<file path="src/rtl/vram_pkg.sv">
// Shared definitions for the VRAM write-port scheduler.
// Coordinate/data widths and the fill FSM encoding.
package vram_pkg;

    localparam int XW           = 7;
    localparam int DW           = 4;
    localparam int ADDR_W       = 2 * XW;
    localparam int MAX_HOST_RUN = 4;

    typedef enum logic [1:0] {
        ST_IDLE,
        ST_FILL,
        ST_LAST,
        ST_EMPTY
    } state_t;

endpackage

</file>
<file path="src/rtl/vram_rect_walker.sv">
// Rectangle cursor for the fill engine.
// Clips the command to the screen and steps raster order.
module vram_rect_walker
    import vram_pkg::*;
#(
    parameter int XW = vram_pkg::XW
) (
    input  logic          CLK,
    input  logic          RST_X,
    input  logic          load,
    input  logic          step,
    input  logic [XW-1:0] x0,
    input  logic [XW-1:0] y0,
    input  logic [XW:0]   w,
    input  logic [XW:0]   h,
    output logic [XW-1:0] cx,
    output logic [XW-1:0] cy,
    output logic          last
);

    localparam logic [XW+1:0] SPAN = (XW+2)'(1) << XW;

    logic [XW+1:0] xsum;
    logic [XW+1:0] ysum;
    logic [XW-1:0] xe_n;
    logic [XW-1:0] ye_n;
    logic [XW-1:0] xs;
    logic [XW-1:0] xe;
    logic [XW-1:0] ye;

    // Sums carry an extra bit so a far-right rectangle clamps instead of wrapping.
    assign xsum = {2'b00, x0} + {1'b0, w};
    assign ysum = {2'b00, y0} + {1'b0, h};
    assign xe_n = (xsum > SPAN) ? '1 : XW'(xsum - 1'b1);
    assign ye_n = (ysum > SPAN) ? '1 : XW'(ysum - 1'b1);

    always_ff @(posedge CLK or negedge RST_X) begin
        if (!RST_X) begin
            cx <= '0;
            cy <= '0;
            xs <= '0;
            xe <= '0;
            ye <= '0;
        end else if (load) begin
            cx <= x0;
            cy <= y0;
            xs <= x0;
            xe <= xe_n;
            ye <= ye_n;
        end else if (step) begin
            if (cx == xe) begin
                cx <= xs;
                cy <= cy + 1'b1;
            end else begin
                cx <= cx + 1'b1;
            end
        end
    end

    assign last = (cx == xe) && (cy == ye);

endmodule

</file>
<file path="src/rtl/vram_fill_ctrl.sv">
// VRAM write-port scheduler: host pixel writes share the
// single port with a clipped rectangle-fill engine.
module vram_fill_ctrl
    import vram_pkg::*;
#(
    parameter int XW           = vram_pkg::XW,
    parameter int DW           = vram_pkg::DW,
    parameter int MAX_HOST_RUN = vram_pkg::MAX_HOST_RUN
) (
    input  logic            CLK,
    input  logic            RST_X,
    input  logic            CMD_VALID,
    output logic            CMD_READY,
    input  logic [XW-1:0]   CMD_X0,
    input  logic [XW-1:0]   CMD_Y0,
    input  logic [XW:0]     CMD_W,
    input  logic [XW:0]     CMD_H,
    input  logic [DW-1:0]   CMD_COLOR,
    input  logic            HOST_VALID,
    output logic            HOST_READY,
    input  logic [2*XW-1:0] HOST_ADDR,
    input  logic [DW-1:0]   HOST_DATA,
    output logic            BUSY,
    output logic            DONE,
    output logic [2*XW-1:0] VRAM_ADDR,
    output logic [DW-1:0]   VRAM_DATA,
    output logic            VRAM_WE
);

    localparam int RW = $clog2(MAX_HOST_RUN + 1);

    state_t          state;
    logic [RW-1:0]   run;
    logic [DW-1:0]   color;
    logic [XW-1:0]   cx;
    logic [XW-1:0]   cy;
    logic            fill_last;
    logic            in_fill;
    logic            host_gnt;
    logic            fill_gnt;
    logic            cmd_acc;
    logic            cmd_empty;

    assign in_fill   = (state == ST_FILL);
    assign host_gnt  = HOST_VALID && (!in_fill || run < RW'(MAX_HOST_RUN));
    assign fill_gnt  = in_fill && !host_gnt;
    assign cmd_acc   = CMD_VALID && CMD_READY;
    assign cmd_empty = (CMD_W == '0) || (CMD_H == '0);

    assign HOST_READY = host_gnt;
    assign CMD_READY  = (state == ST_IDLE);
    assign BUSY       = (state != ST_IDLE);
    assign DONE       = (state == ST_LAST) || (state == ST_EMPTY);

    vram_rect_walker #(
        .XW (XW)
    ) u_walker (
        .CLK  (CLK),
        .RST_X(RST_X),
        .load (cmd_acc),
        .step (fill_gnt),
        .x0   (CMD_X0),
        .y0   (CMD_Y0),
        .w    (CMD_W),
        .h    (CMD_H),
        .cx   (cx),
        .cy   (cy),
        .last (fill_last)
    );

    always_ff @(posedge CLK or negedge RST_X) begin
        if (!RST_X) begin
            state     <= ST_IDLE;
            run       <= '0;
            color     <= '0;
            VRAM_WE   <= 1'b0;
            VRAM_ADDR <= '0;
            VRAM_DATA <= '0;
        end else begin
            VRAM_WE <= host_gnt | fill_gnt;
            unique case (1'b1)
                host_gnt: begin
                    VRAM_ADDR <= HOST_ADDR;
                    VRAM_DATA <= HOST_DATA;
                end
                fill_gnt: begin
                    VRAM_ADDR <= {cy, cx};
                    VRAM_DATA <= color;
                end
                default: ;
            endcase
            case (state)
                ST_IDLE: begin
                    run <= '0;
                    if (cmd_acc) begin
                        color <= CMD_COLOR;
                        state <= cmd_empty ? ST_EMPTY : ST_FILL;
                    end
                end
                ST_FILL: begin
                    // Host bursts are bounded so a pending fill always progresses.
                    if (host_gnt) begin
                        run <= run + 1'b1;
                    end else begin
                        run <= '0;
                        if (fill_last) state <= ST_LAST;
                    end
                end
                ST_LAST, ST_EMPTY: begin
                    run   <= '0;
                    state <= ST_IDLE;
                end
                default: state <= ST_IDLE;
            endcase
        end
    end

endmodule

</file>
<file path="config.mk">
export PLATFORM = sky130hd
export DESIGN_NAME = vram_fill_ctrl
export DESIGN_NICKNAME = d
export VERILOG_FILES = /design/src/rtl/vram_pkg.sv /design/src/rtl/vram_rect_walker.sv /design/src/rtl/vram_fill_ctrl.sv
export SDC_FILE = /design/constraint.sdc
export NUM_CORES = 1
export LEC_CHECK = 0
export BUFFER_PORTS_ARGS = -buffer_cell sky130_fd_sc_hd__buf_4
export CAP_MARGIN = 20
export CORE_MARGIN = 5
export CORE_UTILIZATION = 55
export DETAILED_ROUTE_END_ITERATION = 16
export GPL_TIMING_DRIVEN = 0
export PLACE_DENSITY_LB_ADDON = 0.3
export SYNTH_ARGS = -nofsm -noshare
export SYNTH_HDL_FRONTEND = slang
export SYNTH_HIERARCHICAL = 1
export SYNTH_SLANG_ARGS = --single-unit
</file>
<file path="constraint.sdc">
create_clock -name CLK -period 3.23 [get_ports CLK]
set_clock_uncertainty 0.05 [all_clocks]
set_input_delay 0.4845 -clock CLK [delete_from_list [all_inputs] [get_ports CLK]]
set_output_delay 0.4845 -clock CLK [all_outputs]
set_load 0.05 [all_outputs]
</file>
## Yosys cells after proc, flatten, opt, wreduce, memory -nomap -nowiden

Index checks and enable logic that the tools add are counted.

| cells by class | value |
|---|---|
| reductions and logical operators | 21 |
| add/sub/neg operators | 7 |
| mux-type cells | 17 |
| order comparisons | 3 |
| bitwise operators | 1 |
| equal/unequal tests | 8 |

Operators with widths:

| operator | number |
|---|---|
| 7-bit two-way mux | 8 |
| 14-bit one-hot mux with 2 select lines | 1 |
| 7-bit by 8-bit adder with 9-bit output | 2 |
| 9-bit by 8-bit > comparator with 1-bit output, second input constant | 2 |
| 8-bit logical NOT | 2 |
| 7-bit by 1-bit adder with 7-bit output, second input constant | 2 |
| 7-bit equality test | 2 |
| 7-bit by 1-bit subtractor with 7-bit output, second input constant | 2 |
| 2-bit two-way mux | 4 |
| 4-bit one-hot mux with 2 select lines | 1 |
| 2-bit nonzero test | 4 |
| 2-bit one-hot mux with 3 select lines | 1 |
| 3-bit one-hot mux with 2 select lines | 1 |
| 2-bit equality test, second input constant | 2 |
| 1-bit logical AND | 4 |
| 2-bit inequality test, second input constant | 2 |
| 2-bit AND reduction | 2 |
| 3-bit by 1-bit adder with 3-bit output, second input constant | 1 |
| 1-bit logical OR | 3 |
| 3-bit < comparator, second input constant | 1 |
| 3-bit two-way mux | 1 |
| 3-bit AND reduction | 1 |
| 3-bit OR reduction | 1 |
| 2-bit by 1-bit equality test with 1-bit output, second input constant | 1 |
| other kinds (5) | 6 |

| word-level totals | value |
|---|---|
| output and inout port bits | 23 |
| register bits | 63 |

## Depth between registers and ports, before layout

| depth | value |
|---|---|
| word-level depth | 8 |
| gate-level depth with buffers | 11 |
| depth with buffers taken out | 10 |

## Modules after synthesis

Netlist, hierarchy kept.

Modules (own cells, without submodules):

| module | cells each | times used | area each (um^2) | seq. area each (um^2) |
|---|---|---|---|---|
| vram_rect_walker | 320 | 1 | 2746.4 | 875.8 |
| vram_fill_ctrl | 148 | 1 | 1497.7 | 700.7 |

## Worst setup path after synthesis

OpenSTA, ideal clock, no wires.

| timing | value |
|---|---|
| kind | reg-to-reg |
| start | register state[0] |
| end | register u_walker.xe[0] |
| cell stages (with the launch flop) | 12 |
| path buffers | 3 |
| slack | 0.329 ns |
| setup time | 0.130 ns |
| arrival | 2.721 ns |
| cells stage by stage | dfrtp_1 buf_4 nor2_1 and2_1 buf_2 clkbuf_1 nor2b_1 nand2_1 o21ai_0 nand2_1 o211ai_4 a21oi_2 |

| on the way | value |
|---|---|
| word-level cells in the longest chain between the ends | 2 |

RTL lines:

| item | RTL line | source |
|---|---|---|
| start, declared | vram_fill_ctrl.sv:32 | `state_t state;` |
| start signal, assigned | vram_fill_ctrl.sv:97 | `state <= cmd_empty ? ST_EMPTY : ST_FILL;` |
| 2-bit logical NOT | vram_fill_ctrl.sv:51 | `assign CMD_READY = (state == ST_IDLE);` |
| net CMD_READY | vram_fill_ctrl.sv:13 | `output logic CMD_READY,` |
| 1-bit logical AND | vram_fill_ctrl.sv:47 | `assign cmd_acc = CMD_VALID && CMD_READY;` |
| net cmd_acc | vram_fill_ctrl.sv:41 | `logic cmd_acc;` |
| end signal, assigned | vram_rect_walker.sv:48 | `xe <= xe_n;` |
| end, declared | vram_rect_walker.sv:28 | `logic [XW-1:0] xe;` |

The timed path passes the listed nets, and every way through them passes these cells.
A chain may end at the register's enable or synchronous reset.

## Worst setup path after layout

| timing | value |
|---|---|
| start | register state[0] |
| end | register u_walker.xe[1] |

| on the way | value |
|---|---|
| word-level cells in the longest chain between the ends | 2 |

RTL lines:

| item | RTL line |
|---|---|
| 2-bit logical NOT | vram_fill_ctrl.sv:51 |
| 1-bit logical AND | vram_fill_ctrl.sv:47 |
| net cmd_acc | vram_fill_ctrl.sv:41 |

The timed path passes the listed nets, and every way through them passes these cells.

==> results.cfg <==
[floorplanning]
initial_core_util_pct = 55.79
dieWidth_um = 97.85
ios = 79
die_area_um2 = 9574
core_um2 = 7607
num_rows = 32
die_h_um = 97.85

[logic_synthesis]
synthFlopType = dfrtp_1
syn_area_um2 = 4244
syn-num-nets = 547
synth_cell_type_count = 68
syn_avg_cell_area_um2 = 9.069
synth_cells = 468
ys_ff_latch = 63
yosys_warnings = 6
synth_edf_count = 0
ys_seq_area_share_pct = 37.15
async_flop_share_pct = 100.0

[power]
irDropWorstVdd_uv = 331.0
p_per_area_nw_per_um2 = 787.8
p_leak_nw = 2.249

[timing]
finalCriticalPeriod_ps = 2652
finalSetupTns_ps = 0
hold_viol_final = 0
setup_violations = 0
worst-slew-pin-transition_ps = 770.8
slew_violations = 0
rsz0062_at_grt = no
fin_crit_sh_pct = 82.11
hold_slack_ps = 160.8
relSlewSlack_pct = 48.61
fmax_mhz = 377.1

[global_route]
grt_antenna_before_repair = 0
grt_max_degree = 64
groute.layer.met1.usage_pct = 29.67
grtUsageMet2_pct = 35.92
grt_usage_pct = 22.20
grtUsageMet3_pct = 4.643
busiest_layer = met2
overflow = 0
grt_pass1_wl_um = 17450
grt_pass1_vias = 3703

[clock_tree]
clk_latency_ps = 340
cts_sinks = 63
cts_hold_buffers = 0
post_cts_resize_count = 0
cts_root_buffer = clkbuf_8
cts_max_path_buffers = 2
clk_pin_slew_worst_paths_ps = 70
htree_levels = 3
cts_buffers = 9
cts_setup_buffers = 0
cts_tree = done

[cells_and_area]
fin_util_pct = 67.93
layout_common_cells = buf_4 (81), dfrtp_1 (63), nor2_1 (53), nand2_1 (40), o21ai_0 (31)
layout-drive-gt1-share_pct = 23.31
nNetsFinal = 636
syn_to_final_growth_pct = 21.76
diodes = 0
instances_no_fill = 664
register_area_um2 = 1577
nFillCells = 654
multi_input_area_um2 = 2465
final_common_cell = buf_4

[worst_setup_path]
cp-start-kind = register
arrival_ps = 2820
criticalPathCategory = register to register
worstPathMaxFanout = 10
cp.required_ps = 3400
cp-end-kind = register

[route]
vias = 3723
drt_wl_total_um = 10450
drt_pass1_iterations = 4
drc = 0
route.antenna.remaining_nets = 0
vias_per_cell = 5.607
drtIter0Drc = 224
wl_per_cell_um = 15.73

[placement]
dp.cells = 648
hpwl_um = 7962
io_buffers = 78
gp_congestion = 0.9113

[status]
status = completed

[min_path]
hold_path.class = input port to asynchronous set/reset pin

[run]
maxCapViolCount = 0
[worst max-delay path: stages (launching register included)]
cell and delay, ps:
dfrtp_1 360, buf_4 180, nor2_1 180, and2_1 140, buf_2 190, clkbuf_1 330, nor2b_1 220, nand2_1 70
o21ai_0 250, nand2_1 140, o211ai_4 330, a21oi_2 90
[per-layer routing]
layer	up-vias	part of all wire, %
met1	1733	45
met2	140	47
met4	0	1.9
met5	-	0
li1	1832	-
met3	18	6.3
[flip-flops by register name, summed over array words and instances, names as in the netlist]
name and flops:
u_walker/cy 7, u_walker/xe 7, color 4, u_walker/xs 7, VRAM_ADDR 14, u_walker/ye 7
u_walker/cx 7, run 3, VRAM_WE 1, state 2, VRAM_DATA 4
[power breakdown]
part           total, mW  internal (mW)  switching, mW  leakage, nW
Combinational       1.92          0.806           1.12         1.42
Sequential          1.43           1.11          0.318        0.725
Clock              0.719          0.421          0.298        0.103
[synthesized netlist by cell type (all sizes together), types with 3 or more instances]
| library cell | number | area share [%] |
|---|---|---|
| o21a | 4 | 0.71 |
| nor2 | 53 | 4.7 |
| inv | 18 | 1.6 |
| mux2 | 5 | 1.3 |
| o211ai | 3 | 0.85 |
| and3b | 5 | 1.1 |
| buf | 10 | 2.0 |
| and2 | 3 | 0.44 |
| xor2 | 9 | 2.0 |
| nand2 | 41 | 3.7 |
| mux2i | 17 | 4.0 |
| xnor2 | 26 | 5.4 |
| nand4 | 3 | 0.44 |
| a21oi | 24 | 3.4 |
| clkbuf | 10 | 0.88 |
| o21ai | 33 | 4.0 |
| nor4 | 4 | 0.59 |
| nor2b | 10 | 1.5 |
| a211oi | 21 | 3.7 |
| a21o | 3 | 0.53 |
| dfrtp | 63 | 37 |
| nor3 | 30 | 3.8 |
| nand3 | 12 | 1.4 |
| nand3b | 4 | 0.80 |
| or2 | 4 | 0.59 |
| ha | 21 | 6.2 |
[final cells by class]
cell class              instances  share of cell area [%]
plain buffers                  21                   2.542
clock inverters                 2                  0.7264
repair buffers                 78                   11.33
multi-input cells             365                   47.70
inverters                      19                   1.380
well taps                     102                   2.470
flip-flops and latches         63                   30.51
clock buffers                  14                   3.341
[cell families after synthesis]
group                    after synthesis  share of synthesized area [%]
buffers and inverters                 40                          4.776
multiplexers                          22                          5.336
XOR/XNOR                              35                          7.400
adder cells (fa/ha/maj)               23                          7.134
flip-flops                            63                          37.15
AO/OA/AOI/OAI                        109                          17.92
AND/OR/NAND/NOR                      176                          20.28
[worst paths after layout]
path | start | to | slack (ps) | cells past startpoint
worst max-delay path | state[0] | u_walker/xe[1] | 580 | 11
min in group CLK | CMD_COLOR[1] | color[1] | 330 | 2
worst min register to register | run[0] | run[0] | 400 | 1
worst max register to register | state[0] | u_walker/xe[1] | 580 | 11
max in group asynchronous | RST_X | u_walker/xs[4] | 2450 | 1
worst min-delay path | RST_X | VRAM_DATA[3] | 160 | 1
[per-stage QoR]
| step | worst slack [ps] | power [mW] | instance area, um2 |
|---|---|---|---|
| 2_1_floorplan | 329.5 | 2.798 | 4244 |
| 3_3_place_gp | 413.9 | 3.273 | 4957 |
| 3_5_place_dp | 370.7 | 3.337 | 4957 |
| 4_1_cts | 552.4 | 4.072 | 5167 |
| 5_1_grt | 329.7 | 4.328 | 5167 |
| 6_report | 577.9 | 4.071 | 5167 |
Note: power is estimated with default switching activity, not from simulation.
